[src/rtl/pulse_cell_pkg.sv]
// Shared types for the clocked pulse-logic cell: function select, FSM states
// and a width helper used to size source ids, timers and counters.
package pulse_cell_pkg;

    typedef enum logic [1:0] {
        MODE_XOR  = 2'd0,
        MODE_OR   = 2'd1,
        MODE_AND  = 2'd2,
        MODE_RSVD = 2'd3
    } mode_e;

    typedef enum logic [1:0] {
        ST_INIT  = 2'd0,
        ST_IDLE  = 2'd1,
        ST_ARMED = 2'd2
    } state_e;

    // Bits needed to encode values 0..value-1, never less than one bit.
    function automatic int clog2(input int value);
        int w;
        w = 1;
        while ((1 << w) < value) begin
            w = w + 1;
        end
        return w;
    endfunction

endpackage

[src/rtl/pulse_logic_cell_if.sv]
// Bundle of the toggle-encoded inputs and the cell's status outputs.
interface pulse_logic_cell_if
    import pulse_cell_pkg::*;
#(
    parameter int N_IN    = 2,
    parameter int COUNT_W = 8
);
    mode_e               mode;
    logic [N_IN-1:0]     in_tgl;
    logic                pclk_tgl;
    logic                out_tgl;
    logic                violation;
    logic [COUNT_W-1:0]  viol_count;
    logic                busy;

    modport master (
        output mode, in_tgl, pclk_tgl,
        input  out_tgl, violation, viol_count, busy
    );

    modport slave (
        input  mode, in_tgl, pclk_tgl,
        output out_tgl, violation, viol_count, busy
    );
endinterface

[src/rtl/pulse_edge_detect.sv]
// Vectored toggle-to-event converter: one sync stage plus a previous-value
// register; while tracking, both follow the inputs and no events are produced.
module pulse_edge_detect #(
    parameter int W = 1
) (
    input  logic         clk,
    input  logic         rst,
    input  logic         track_i,
    input  logic [W-1:0] tgl_i,
    output logic [W-1:0] evt_o
);
    logic [W-1:0] sync_q;
    logic [W-1:0] prev_q;

    // Loading prev from the raw input while tracking leaves sync and prev
    // equal on the first enabled cycle, so the settle period never leaks
    // a stale event.
    always_ff @(posedge clk or posedge rst) begin
        if (rst) begin
            sync_q <= '0;
            prev_q <= '0;
        end else begin
            sync_q <= tgl_i;
            prev_q <= track_i ? tgl_i : sync_q;
        end
    end

    assign evt_o = track_i ? '0 : (sync_q ^ prev_q);

endmodule

[src/rtl/pulse_logic_cell.sv]
// Clocked pulse-logic cell: accumulates data pulses, evaluates XOR/OR/AND on
// each pulse-clock event, delays the result and polices inter-event spacing.
//
// state    | meaning
// ---------+-----------------------------------------------------------
// ST_INIT  | post-reset settle, START cycles, inputs tracked, no events
// ST_IDLE  | nothing accumulated since the last pulse-clock event
// ST_ARMED | at least one data event accumulated, mode latched
module pulse_logic_cell
    import pulse_cell_pkg::*;
#(
    parameter int N_IN      = 2,
    parameter int HOLD      = 3,
    parameter int OUT_DELAY = 5,
    parameter int START     = 8,
    parameter int COUNT_W   = 8
) (
    input  logic              clk,
    input  logic              rst,
    pulse_logic_cell_if.slave bus
);
    localparam int SRC_W  = clog2(N_IN + 1);
    localparam int TMR_W  = clog2(HOLD + 1);
    localparam int INIT_W = clog2(START);
    localparam logic [N_IN:0] EV_ONE = {{N_IN{1'b0}}, 1'b1};

    state_e               state_q, state_d;
    logic [INIT_W-1:0]    init_cnt_q, init_cnt_d;
    mode_e                mode_q, mode_d;
    logic                 parity_q, parity_d;
    logic                 flag_q, flag_d;
    logic [N_IN-1:0]      mask_q, mask_d;
    logic [OUT_DELAY-1:0] pipe_q, pipe_d;
    logic                 out_q, out_d;
    logic [TMR_W-1:0]     timer_q, timer_d;
    logic [SRC_W-1:0]     last_src_q, last_src_d;
    logic                 viol_q, viol_d;
    logic [COUNT_W-1:0]   count_q, count_d;

    logic                 track;
    logic [N_IN:0]        ev_all;
    logic [N_IN-1:0]      data_ev;
    logic                 pclk_ev;
    logic                 any_ev;
    logic                 multi_ev;
    logic [SRC_W-1:0]     new_src;
    logic                 par_acc;
    logic                 flag_acc;
    logic [N_IN-1:0]      mask_acc;
    mode_e                eff_mode;
    logic                 fire;

    assign track = (state_q == ST_INIT);

    // Pulse clock rides as the top bit so its source id is N_IN.
    pulse_edge_detect #(
        .W (N_IN + 1)
    ) u_edge (
        .clk     (clk),
        .rst     (rst),
        .track_i (track),
        .tgl_i   ({bus.pclk_tgl, bus.in_tgl}),
        .evt_o   (ev_all)
    );

    assign data_ev = ev_all[N_IN-1:0];
    assign pclk_ev = ev_all[N_IN];

    always_ff @(posedge clk or posedge rst) begin
        if (rst) begin
            state_q    <= ST_INIT;
            init_cnt_q <= INIT_W'(START - 1);
            mode_q     <= MODE_XOR;
            parity_q   <= 1'b0;
            flag_q     <= 1'b0;
            mask_q     <= '0;
            pipe_q     <= '0;
            out_q      <= 1'b0;
            timer_q    <= '0;
            last_src_q <= '0;
            viol_q     <= 1'b0;
            count_q    <= '0;
        end else begin
            state_q    <= state_d;
            init_cnt_q <= init_cnt_d;
            mode_q     <= mode_d;
            parity_q   <= parity_d;
            flag_q     <= flag_d;
            mask_q     <= mask_d;
            pipe_q     <= pipe_d;
            out_q      <= out_d;
            timer_q    <= timer_d;
            last_src_q <= last_src_d;
            viol_q     <= viol_d;
            count_q    <= count_d;
        end
    end

    // Same-cycle data events are folded in before evaluation; in IDLE the
    // live mode applies because nothing has been latched yet.
    always_comb begin
        par_acc  = parity_q ^ (^data_ev);
        flag_acc = flag_q | (|data_ev);
        mask_acc = mask_q | data_ev;
        eff_mode = (state_q == ST_ARMED) ? mode_q : bus.mode;
        fire     = par_acc;
        case (eff_mode)
            MODE_OR:  fire = flag_acc;
            MODE_AND: fire = &mask_acc;
            default:  fire = par_acc;
        endcase
    end

    always_comb begin
        state_d    = state_q;
        init_cnt_d = init_cnt_q;
        mode_d     = mode_q;
        parity_d   = parity_q;
        flag_d     = flag_q;
        mask_d     = mask_q;
        pipe_d     = pipe_q << 1;
        out_d      = out_q ^ pipe_q[OUT_DELAY-1];

        case (state_q)
            ST_INIT: begin
                if (init_cnt_q == '0) begin
                    state_d = ST_IDLE;
                end else begin
                    init_cnt_d = init_cnt_q - INIT_W'(1);
                end
            end
            ST_IDLE, ST_ARMED: begin
                if (pclk_ev) begin
                    pipe_d[0] = fire;
                    parity_d  = 1'b0;
                    flag_d    = 1'b0;
                    mask_d    = '0;
                    state_d   = ST_IDLE;
                end else if (|data_ev) begin
                    parity_d = par_acc;
                    flag_d   = flag_acc;
                    mask_d   = mask_acc;
                    state_d  = ST_ARMED;
                    if (state_q == ST_IDLE) begin
                        mode_d = bus.mode;
                    end
                end
            end
            default: state_d = ST_INIT;
        endcase
    end

    // Hold window: several sources in one cycle always violate; a lone
    // event violates only if it comes from a new source inside the window.
    always_comb begin
        new_src = '0;
        for (int i = 0; i <= N_IN; i++) begin
            if (ev_all[i]) begin
                new_src = SRC_W'(i);
            end
        end
        any_ev     = |ev_all;
        multi_ev   = (ev_all & (ev_all - EV_ONE)) != '0;
        viol_d     = any_ev && (multi_ev || ((timer_q != '0) && (new_src != last_src_q)));
        timer_d    = timer_q;
        last_src_d = last_src_q;
        if (any_ev) begin
            timer_d    = TMR_W'(HOLD);
            last_src_d = new_src;
        end else if (timer_q != '0) begin
            timer_d = timer_q - TMR_W'(1);
        end
        count_d = count_q;
        if (viol_d && (count_q != '1)) begin
            count_d = count_q + COUNT_W'(1);
        end
    end

    assign bus.out_tgl    = out_q;
    assign bus.violation  = viol_q;
    assign bus.viol_count = count_q;
    assign bus.busy       = (state_q == ST_ARMED);

endmodule
[src/flat_wrapper.sv]
// flat-port wrapper written by rule: the top's interface ports become plain ports
module pulse_logic_cell_flat import pulse_cell_pkg::*;
#(
    parameter int N_IN      = 2,
    parameter int HOLD      = 3,
    parameter int OUT_DELAY = 5,
    parameter int START     = 8,
    parameter int COUNT_W   = 8
)
  (clk, rst, bus_mode, bus_in_tgl, bus_pclk_tgl, bus_out_tgl, bus_violation, bus_viol_count, bus_busy);
  pulse_logic_cell_if #(.N_IN(N_IN), .COUNT_W(COUNT_W)) bus_i ();
  input  logic clk;
  input  logic rst;
  input wire logic [$bits(bus_i.mode)-1:0] bus_mode;
  input wire logic [$bits(bus_i.in_tgl)-1:0] bus_in_tgl;
  input wire logic [$bits(bus_i.pclk_tgl)-1:0] bus_pclk_tgl;
  output wire logic [$bits(bus_i.out_tgl)-1:0] bus_out_tgl;
  output wire logic [$bits(bus_i.violation)-1:0] bus_violation;
  output wire logic [$bits(bus_i.viol_count)-1:0] bus_viol_count;
  output wire logic [$bits(bus_i.busy)-1:0] bus_busy;
  assign bus_i.mode = bus_mode;
  assign bus_i.in_tgl = bus_in_tgl;
  assign bus_i.pclk_tgl = bus_pclk_tgl;
  assign bus_out_tgl = bus_i.out_tgl;
  assign bus_violation = bus_i.violation;
  assign bus_viol_count = bus_i.viol_count;
  assign bus_busy = bus_i.busy;
  pulse_logic_cell #(.N_IN(N_IN), .HOLD(HOLD), .OUT_DELAY(OUT_DELAY), .START(START), .COUNT_W(COUNT_W)) u_core (.clk(clk), .rst(rst), .bus(bus_i));
endmodule
[config.mk]
export PLATFORM = sky130hd
export DESIGN_NAME = pulse_logic_cell_flat
export DESIGN_NICKNAME = d
export VERILOG_FILES = /design/src/rtl/pulse_cell_pkg.sv /design/src/rtl/pulse_logic_cell_if.sv /design/src/rtl/pulse_edge_detect.sv /design/src/rtl/pulse_logic_cell.sv /design/src/flat_wrapper.sv
export SDC_FILE = /design/constraint.sdc
export NUM_CORES = 1
export LEC_CHECK = 0
export BUFFER_PORTS_ARGS = -buffer_cell sky130_fd_sc_hd__buf_4
export CAP_MARGIN = 20
export CORE_ASPECT_RATIO = 1.2
export CORE_MARGIN = 3
export CORE_UTILIZATION = 58
export CTS_CLUSTER_SIZE = 12
export DETAILED_ROUTE_END_ITERATION = 8
export GPL_ROUTABILITY_DRIVEN = 0
export PLACE_DENSITY = 0.87
export SKIP_LAST_GASP = 1
export SLEW_MARGIN = 20
export SYNTH_ARGS = -nofsm -noshare
export SYNTH_HDL_FRONTEND = slang
export SYNTH_SLANG_ARGS = --single-unit
[constraint.sdc]
create_clock -name clk -period 3.6 [get_ports clk]
set_input_delay 0 -clock clk [delete_from_list [all_inputs] [get_ports clk]]
set_output_delay 0 -clock clk [all_outputs]
set_load 0.03 [all_outputs]
# ---- Word-level counts from Yosys, hierarchy flattened
# Index checks and enable logic that the tools add are counted.
dict set report classes {
  add_sub_neg 4
  n_lt_le_gt_ge 0
  mux 20
  eq_ne 8
  mul 0
  n_reduce_logical 19
  div_mod_pow 0
  shifts 0
  n_bitwise 8
}
# op count
set op_table {}
lappend op_table {{$mux W2} 9}
lappend op_table {{$add A8 B1 Y8 const B} 1}
lappend op_table {{$ne A8 B8 Y1 const B} 1}
lappend op_table {{$reduce_and A2 Y1} 4}
lappend op_table {{$mux W1} 7}
lappend op_table {{$mux W3} 2}
lappend op_table {{$reduce_bool A2 Y1} 3}
lappend op_table {{$sub A3 B1 Y3 const B} 2}
lappend op_table {{$eq A2 B1 Y1 const B} 2}
lappend op_table {{$eq A2 B2 Y1 const B} 2}
lappend op_table {{$pmux W2 S2} 1}
lappend op_table {{$reduce_and A4 Y1} 1}
lappend op_table {{$reduce_or A2 Y1} 2}
lappend op_table {{$and A3 B3 Y3} 1}
lappend op_table {{$logic_and A1 B1 Y1} 3}
lappend op_table {{$logic_not A3 Y1} 1}
lappend op_table {{$ne A3 B1 Y1 const B} 1}
lappend op_table {{$reduce_bool A3 Y1} 1}
lappend op_table {{$reduce_or A3 Y1} 1}
lappend op_table {{$xor A3 B3 Y3} 1}
lappend op_table {{$logic_not A2 Y1} 1}
lappend op_table {{$ne A2 B1 Y1 const B} 1}
lappend op_table {{$ne A2 B2 Y1} 1}
lappend op_table {{$not A1 Y1} 2}
lappend op_table {{7 further kinds} 8}
dict set report totals {
  n_memories 0
  elab_cells 73
  register_bits 36
  ram_bits 0
  input_bits 7
  romBits 0
  latch_bits 0
}

# ---- Longest topological paths before layout
# Gate-level depths: netlist (run 1).
dict set report depth {
  ltp_word 9
  depth_mapped 11
}

# ---- Cells and area by module
# Synthesis (run 1) repeated with hierarchy kept, for this count alone.
dict set report hier_totals {
  hier_cells 153
  area_unflattened_um2 1714.1
}
# module n_inst cells_each area_each_um2
set by_module_without_submodules {}
lappend by_module_without_submodules {pulse_logic_cell 1 137 1488.9}
lappend by_module_without_submodules {pulse_edge_detect 1 16 225.2}

# ---- Worst setup path before layout (run 1)
# No wires, ideal clock.
dict set report synth_timing {
  path_kind {register -> register}
  from {register u_core.state_q[0]}
  to {register u_core.count_q[6] (netlist: u_core.bus.viol_count[6])}
  required_ns 3.475
  slack_ns 1.018
  period_less_slack_ns 2.582
  setup_time_ns 0.125
  n_path_buf 1
  t_arrival_ns 2.458
  path_stages_with_launch 11
  path_cell_list {dfrtp_1 inv_1 ha_1 clkbuf_1 nor2_1 inv_1 ha_1 nor3_1 a311oi_4 nor4b_1 mux2_2}
}
dict set report synth_between {
  elab_chain_len 9
  elab_cells_between_ends 13
}
# element line_no
set synth_lines {}
lappend synth_lines {{start: declaration} pulse_logic_cell.sv:27} ;# state_e state_q, state_d;
lappend synth_lines {{start signal: assignment} pulse_logic_cell.sv:84} ;# state_q <= state_d;
lappend synth_lines {{$logic_not A2 Y1 (*)} pulse_logic_cell.sv:53} ;# assign track = (state_q == ST_INIT);
lappend synth_lines {{$mux W3 (*)} pulse_edge_detect.sv:28} ;# assign evt_o = track_i ? '0 : (sync_q ^ prev_q);
lappend synth_lines {{parallel branches: the longest is 5 deep, another holds $sub A3 B1 Y3} n/a}
lappend synth_lines {{$logic_and A1 B1 Y1 (*)} pulse_logic_cell.sv:164} ;# viol_d = any_ev && (multi_ev || ((timer_q != '0) && (new_src != last_src_q)));
lappend synth_lines {{$logic_and A1 B1 Y1 (*)} pulse_logic_cell.sv:174} ;# if (viol_d && (count_q != '1)) begin
lappend synth_lines {{end signal: assignment} pulse_logic_cell.sv:95} ;# count_q <= count_d;
lappend synth_lines {{end: declaration} pulse_logic_cell.sv:38} ;# logic [COUNT_W-1:0] count_q, count_d;
# Mark *: on every way between the ends.
# A chain may end at the register's enable or synchronous reset.

# ---- Worst setup path in the final report (run 1)
# Same ends and word-level chain as after synthesis.

==> PnR_summary.wiki, run 1 <==
{| class="wikitable"
! Metric !! Value
|-
| Shortest clock period the worst path allows after layout || 2.89 ns
|-
| Number of buffers added on ports || 17
|-
| Count of inserted antenna diode cells || 0
|-
| Number of iterations in the first detailed-routing pass || 4
|-
| Series of cell instances along the critical path || inv_1, ha_1, nor2_1, inv_1, ha_1, nor3_1, a311oi_4, nor4b_1, mux2_2
|-
| Fraction of the mapped netlist area in adder cells || 9.66%
|-
| Transition at the pin with the smallest max-transition slack || 0.533 ns
|-
| Final core occ || 73.2%
|-
| Iteration-0 DRC Markers || 67
|-
| CP max-delay cell || sky130_fd_sc_hd__dfrtp_1
|-
| Number of levels the H-tree was split into || 2
|-
| Total global-route track usage || 21.1%
|-
| Type of the tightest min-delay check || in2async
|-
| TritonCTS clock tree || yes
|-
| Most common flop cell mapped by yosys || sky130_fd_sc_hd__dfrtp_1
|-
| Routed wirelength normalized by instance count || 15.1 um
|-
| Core box area || around 2900 sq um
|-
| Multiplexer share of the synthesized area || roughly 7.4%
|-
| Total leakage power || about 1 nW
|-
| Worst R2R End || u_core.bus.viol_count[6]
|-
| Floorplan die width || around 57 um
|-
| Unrepaired setup endpoints after global routing || false
|-
| Post-synth EDFFs || 0
|-
| Result of the run || complete, no violations
|-
| Longest individual stage delay on the worst path || 0.42 ns
|-
| Synthesized cell area || 1810 sq um
|-
| Total power density per cell area || 880 nW/um^2
|-
| Highest ir drop seen on vdd || around 0.56 mV
|-
| Buffer count from post-CTS setup fixing || 0
|-
| Final setup slack of the worst path || 0.714 ns
|-
| Routed wire length || 3470 um
|-
| Xor and xnor fraction of the mapped netlist area || about 6.3%
|-
| Initial antenna violation count || 0
|-
| First-pass GRT wire length || between 6000 and 7000 um
|-
| Share of post-route cells with drive strength above 1 || 21.4%
|-
| Maximum net fanout on the critical path || 12
|-
| Count of max-cap constraint violations || 0
|-
| Number of synthesized register bits || 36
|-
| Number of instances in the synthesized netlist || ~170
|-
| Register-to-register setup slack || 0.71 ns
|-
| Clock tree sinks || 36
|-
| Synthesis warning total || 0
|-
| Largest net degree at the start of global routing || 28
|-
| Final hold violation count || 0
|-
| Worst setup slack before clock tree synthesis || 0.780 ns
|-
| Remaining routing DRC violations || 0
|-
| Final setup violation count || 0
|-
| Share of the yosys chip area belonging to registers || 49.9%
|-
| Syn_nets || 189
|-
| Startpoint type of the worst setup path || flip-flop
|-
| Via count of the first global-routing pass || 1,341
|-
| Die outline area || 3840 sq um
|-
| Total number of vias || 1,328
|-
| Category of the most critical setup path || reg2reg
|-
| Number of placed cells counting well taps || 216
|-
| Final design instance area without fill || roughly 2100 sq um
|-
| Detail Route Antenna Nets || 0
|-
| Combinational family with the most area after synthesis || simple AND/OR/NAND/NOR gates
|-
| Maximum buffer depth of the clock tree || 2
|-
| Share of synthesized cell area in and, or, nand and nor gates || 12.7%
|-
| Slew HR || 64.2%
|-
| Initial Util || 62.7%
|-
| Synth Area per Inst || 10.8 sq um
|-
| Number of distinct library cell variants in the gate-level netlist after synthesis || 35
|-
| Number of nets in the layout || 216
|-
| Boundary Pins || 18
|-
| Total Neg Setup Slack || 0 ns
|-
| Critical path arrival || 3.13 ns
|-
| F_max || 346 MHz
|-
| Clock Pin Slew Worst Setup and Hold Paths || 0.11 ns
|-
| Compound-cell area share of the yosys netlist || 9.87%
|-
| Clock latency of the later-clocked register in the worst-skew pair || 0.35 ns
|-
| Die Span Y || between 60 and 70 um
|-
| Fraction of the cycle the final worst path needs || 80.2%
|-
| Post-CTS sizing || 0
|-
| Fin. max-slew vios || 0
|-
| Launch point of the worst reg-to-reg path || u_core.state_q[0]
|-
| Clock buffers created by TritonCTS || 5
|-
| Non-filler cells in the finished layout || 230
|-
| Post-synthesis to final-layout area growth || 16.6%
|-
| Post-DR vias/cell || 5.77
|-
| Worst R2R Path Depth || 9
|-
| Final clock skew || 0.00916 ns
|-
| Row count || 21
|-
| CP endpoint kind || flip-flop
|-
| Leftover overflow at the end of global routing || 0
|-
| Post-route worst hold slack || ~0.16 ns
|-
| Proportion of register bits with asynchronous set or reset after synthesis || 100%
|-
| Placement-stage cell area || 1970 sq um
|-
| Half-perimeter wire length of the detailed placement result || 2520 um
|-
| Data required, critical path || 3.85 ns
|-
| Clock root cell || sky130_fd_sc_hd__clkbuf_4
|-
| Design Power || 1.86 mW
|}
## placed cells by master (no fill, tap or decap), drive strengths merged, types with 2 or more instances in the layout
cell / count
a21oi: 7
a31oi: 5
buf: 18
clkbuf: 5
dfrtp: 33
dfstp: 3
dlygate4sd3: 6
ha: 14
inv: 16
mux2: 11
nand2: 19
nand2b: 2
nand3: 5
nor2: 10
nor3: 3
o211ai: 3
o21ai: 5
xnor2: 4
xor2: 9
## flip-flops by register name, indices dropped and copies added, names as in the netlist
name                   cells
u_core.flag_q              1
u_core.timer_q             2
u_core.parity_q            1
u_core.last_src_q          2
u_core.bus.viol_count      8
u_core.bus.out_tgl         1
u_core.state_q             2
u_core.pipe_q              5
u_core.mask_q              2
u_core.bus.violation       1
u_core.mode_q              2
u_core.u_edge.sync_q       3
u_core.u_edge.prev_q       3
u_core.init_cnt_q          3
## kinds of logic (layout without fill, tap and decap cells)
logic type / count (synthesis) / after routing
compound gates: 26 / 26
xor+xnor: 13 / 13
simple gates: 47 / 47
mux: 12 / 12
flops: 36 / 36
fa+ha+maj: 14 / 14
buf+inv: 20 / 48
## cell usage after synthesis, drive strengths merged, types with 2 or more instances
library cell	count	share of area, %
inv	16	3.3
clkbuf	4	0.90
nand2b	2	0.69
o21ai	5	1.4
o211ai	3	1.2
a21oi	7	1.9
nand2	19	3.9
ha	14	9.7
nor3	3	0.83
dfstp	3	4.3
mux2	11	6.8
nor2	10	2.2
dfrtp	33	46
a31oi	5	1.7
xnor2	4	1.9
nand3	5	1.4
xor2	9	4.3
## final cells by class
| cell class | instances | area [sq um] |
|---|---|---|
| clock buffers | 5 | 37.5 |
| multi-input cells | 112 | 832 |
| fillers | 209 | 776 |
| well taps | 34 | 42.5 |
| inverters | 16 | 60.1 |
| flip-flops and latches | 36 | 905 |
| clock inverters | 3 | 42.5 |
| repair buffers | 24 | 195 |
## worst max path at each step
stage                                  from                        to  cells past startpoint
after global placement    u_core.state_q[0]  u_core.bus.viol_count[6]                      9
after detailed placement  u_core.state_q[0]  u_core.bus.viol_count[6]                      9
final                     u_core.state_q[0]  u_core.bus.viol_count[6]                      9
after floorplan           u_core.state_q[0]  u_core.bus.viol_count[6]                     10
after global routing      u_core.state_q[0]  u_core.bus.viol_count[6]                      9
after CTS                 u_core.state_q[0]  u_core.bus.viol_count[6]                      9
## timing repair
item,CTS,global route
endpoints found under the setup margin,0,0
hold buffers,6,0
hold endpoints to repair,17,0
## routing by layer
metal,share of wire [%],wire length (um),up-vias,track usage [%]
met1,39,1340,651,22.2
met4,2.8,96,0,12.8
met5,0,0,-,0
li1,-,-,624,-
met3,4.9,171,10,4.40
met2,54,1860,43,38.6
## worst max-delay path: cells and delay by family, from the launching register on
| kind | cells | cell delay, ns |
|---|---|---|
| buffers and inverters | 2 | 0.22 |
| DFF | 1 | 0.42 |
| muxes | 1 | 0.39 |
| AOI/OAI and AO/OA | 1 | 0.13 |
| adders and majority gates | 2 | 0.58 |
| and+or+nand+nor | 3 | 1.06 |
## power breakdown
| group | switching [mW] | internal, mW | total [mW] |
|---|---|---|---|
| combinational | 0.563 | 0.368 | 0.931 |
| clock | 0.137 | 0.145 | 0.282 |
| sequential | 0.104 | 0.542 | 0.647 |
No activity file was read; power rests on OpenSTA's default activity.
==> inputs of run 2 (changes only) <==
Settings changed: CORE_UTILIZATION 58 to 52, PLACE_DENSITY 0.87 to 0.83.
Clock period 3.6 ns to 2.5 ns, I/O delays scaled along.
==> run 2 against run 1 <==
- non-clock buffer count rose by 7
- flip-flop and latch count did not move
- via count fell by 0.83%
- clock power rose by 59%
- maximum frequency rose by 19%
- cell count rose by 3.9%
- largest power group unchanged
- highest routed layer unchanged
==> PnR_summary.wiki, run 2 (synthesis gave the netlist of run 1 again) <==
{| class="wikitable"
! Metric !! Value
|-
| Final setup slack of the worst path || 0.0837 ns (-0.630 ns)
|-
| Largest net degree at the start of global routing || 37 (+32%)
|-
| Half-perimeter wire length of the detailed placement result || 2510 um (-0.24%)
|-
| Clock network power share || 15.9% (+0.7 points)
|-
| Longest individual stage delay on the worst path || 0.57 ns (+0.15 ns)
|-
| Type of the tightest min-delay check || in2async
|-
| Count of inserted antenna diode cells || 0 (unchanged)
|-
| Post-DR vias/cell || 5.51 (-4.6%)
|-
| Most common cell after layout, fill and taps aside || sky130_fd_sc_hd__dfrtp_1
|-
| Worst setup slack before clock tree synthesis || 0.0353 ns (-0.744 ns)
|-
| Remaining routing DRC violations || 0 (unchanged)
|-
| Data required, critical path || 2.71 ns (-1.14 ns)
|-
| Final setup violation count || 0 (unchanged)
|-
| Final clock skew || 0.00705 ns (-0.00211 ns)
|-
| Filler Cells Inserted || 224 (+7.2%)
|-
| Met2 usage || 29.8% (-8.8 points)
|-
| Critical path arrival || 2.63 ns (-0.50 ns)
|-
| Post-synthesis to final-layout area growth || 21.4%
|-
| Clock latency of the later-clocked register in the worst-skew pair || 0.33 ns (-0.02 ns)
|-
| Category of the most critical setup path || reg2reg
|-
| Final core occ || 68.9% (-4.2 points)
|-
| GRT met3 Usage || 4.74% (+0.35 points)
|-
| Family with the most delay on the worst path || simple AND/OR/NAND/NOR gates
|-
| Leftover overflow at the end of global routing || 0 (unchanged)
|-
| Total power density per cell area || 1280 nW/um^2 (+46%)
|-
| Boundary Pins || 18 (unchanged)
|-
| CP max-delay cell || sky130_fd_sc_hd__or4_4
|-
| Row count || 22 (+4.8%)
|-
| Die outline area || 4230 sq um (+10%)
|-
| Routed wire length || 3440 um (-0.98%)
|-
| Die Span Y || 70.7 um (+5.1%)
|-
| Clock tree sinks || 36 (unchanged)
|-
| Series of cell instances along the critical path || inv_1, ha_1, or4_4, a311oi_4, nor3_1, mux2_1
|-
| Count of max-cap constraint violations || 0 (unchanged)
|-
| Iteration-0 DRC Markers || 49 (-27%)
|-
| Buf/Inv on CP || 1 (-1)
|-
| Slew HR || 57.3% (-6.9 points)
|-
| Number of flip-flops in the largest register || 8 (unchanged)
|-
| Clock Pin Slew Worst Setup and Hold Paths || 0.11 ns (about the same)
|-
| Logic pwr share || 51.4% (+1.3 points)
|-
| Maximum buffer depth of the clock tree || 2 (unchanged)
|-
| Number of buffers added on ports || 17 (unchanged)
|-
| Clock root cell || sky130_fd_sc_hd__clkbuf_4
|-
| Total Neg Setup Slack || 0 ns (unchanged)
|-
| Share of post-route cells with drive strength above 1 || 26.1% (+4.7 points)
|-
| TritonCTS clock tree || yes
|-
| Routed wirelength normalized by instance count || 14.4 um (-4.7%)
|-
| Fraction of the cycle the final worst path needs || 96.7% (+16 points)
|-
| Result of the run || complete, no violations
|-
| Detail Route Antenna Nets || 0 (unchanged)
|-
| Highest ir drop seen on vdd || 0.944 mV (+68%)
|-
| Sw Pwr || 1.15 mW (+43%)
|-
| Core box area || 3190 sq um (+10%)
|-
| Shortest clock period the worst path allows after layout || 2.42 ns (-0.470 ns)
|-
| Unrepaired setup endpoints after global routing || false
|-
| Transition at the pin with the smallest max-transition slack || 0.636 ns (+0.103 ns)
|-
| Total leakage power || 1.06 nW (+4.5%)
|-
| F_max || 414 MHz (+19%)
|-
| Final hold violation count || 0 (unchanged)
|-
| Maximum net fanout on the critical path || 8 (-4)
|-
| Startpoint type of the worst setup path || flip-flop
|-
| Commonest cells after routing, fill and taps aside || sky130_fd_sc_hd__dfrtp_1 (33), sky130_fd_sc_hd__buf_4 (25), sky130_fd_sc_hd__nand2_1 (19)
|-
| Initial antenna violation count || 0 (unchanged)
|-
| Clock buffers created by TritonCTS || 5 (unchanged)
|-
| Number of nets in the layout || 223 (+3.2%)
|-
| Initial Util || 56.8% (-5.9 points)
|-
| Floorplan die width || 59.9 um (+5.0%)
|-
| Fin. max-slew vios || 0 (unchanged)
|-
| Via count of the first global-routing pass || 1,336 (-0.37%)
|-
| Relative contribution of sequential cells to total power || 32.8% (-2.0 points)
|-
| CP endpoint kind || flip-flop
|-
| Switching share of power || 40.7% (-2.6 points)
|-
| Most utilized layer in the global route result || met2
|-
| Met1 usage || 21.1% (-1.1 points)
|-
| Total global-route track usage || 17.8% (-3.3 points)
|-
| Number of levels the H-tree was split into || 2 (unchanged)
|-
| Number of iterations in the first detailed-routing pass || 4 (unchanged)
|-
| First-pass GRT wire length || 5780 um (-4.6%)
|-
| Total number of vias || 1,317 (-0.83%)
|-
| Total internal power || 1.67 mW (+59%)
|}
-- run 2: what timing repair did --
action                                  4_1_cts  5_1_grt
endpoints found under the setup margin        0        1
resized for setup                             0        2
hold endpoints to repair                     41        0
hold buffers                                  6        0
buffers inserted                              0        1
-- run 2: power groups by stage --
stage,sequential [mW],clock [mW],combinational (mW)
floorplan,1.03,0,0.878
global placement,0.924,0,1.34
detailed placement,0.940,0,1.40
CTS,0.929,0.460,1.42
global route,0.946,0.483,1.59
finish,0.924,0.447,1.45
-- run 2: stage by stage --
step                hold slack [ns]  power (mW)  instances  area (sq um)
finish                        0.314        2.82        239          2200
global route                  0.308        3.02        239          2200
CTS                           0.313        2.81        238          2180
floorplan                    0.0314        1.91        168          1820
detailed placement            0.121        2.34        224          2030
global placement              0.119        2.26        224          2030
-- run 2: final cells by class --
cell class / count / area, sq um / area share [%]
Tap cell: 36 / 45.0 / 2.05
Timing Repair Buffer: 31 / 248 / 11.3
Sequential cell: 36 / 905 / 41.1
Clock inverter: 1 / 30.0 / 1.36
Multi-Input combinational cell: 112 / 848 / 38.5
Clock buffer: 7 / 65.1 / 2.96
Inverter: 16 / 60.1 / 2.73
-- run 2: worst min-delay path, delay by kind of cell --
kind | cells | cell delay, ns
buffers and inverters | 4 | 1.08
-- run 2: worst paths after layout --
path                       cells past startpoint               from  slack, ns                        to
setup / recovery                               6  u_core.state_q[1]       0.08  u_core.bus.viol_count[4]
hold / removal                                 4                rst       0.31          u_core.pipe_q[0]
setup reg to reg                               6  u_core.state_q[1]       0.08  u_core.bus.viol_count[4]
hold reg to reg                                0   u_core.pipe_q[3]       0.36          u_core.pipe_q[4]
max in group asynchronous                      4                rst       1.84      u_core.init_cnt_q[2]
min in group clk                               2      bus_in_tgl[1]       0.33   u_core.u_edge.sync_q[1]
-- run 2: routing by layer --
layer  vias up  share of wire [%]
li1        640                  -
met4         0                2.0
met2        26                 53
met3         7                3.3
met1       644                 42
met5         -                  0
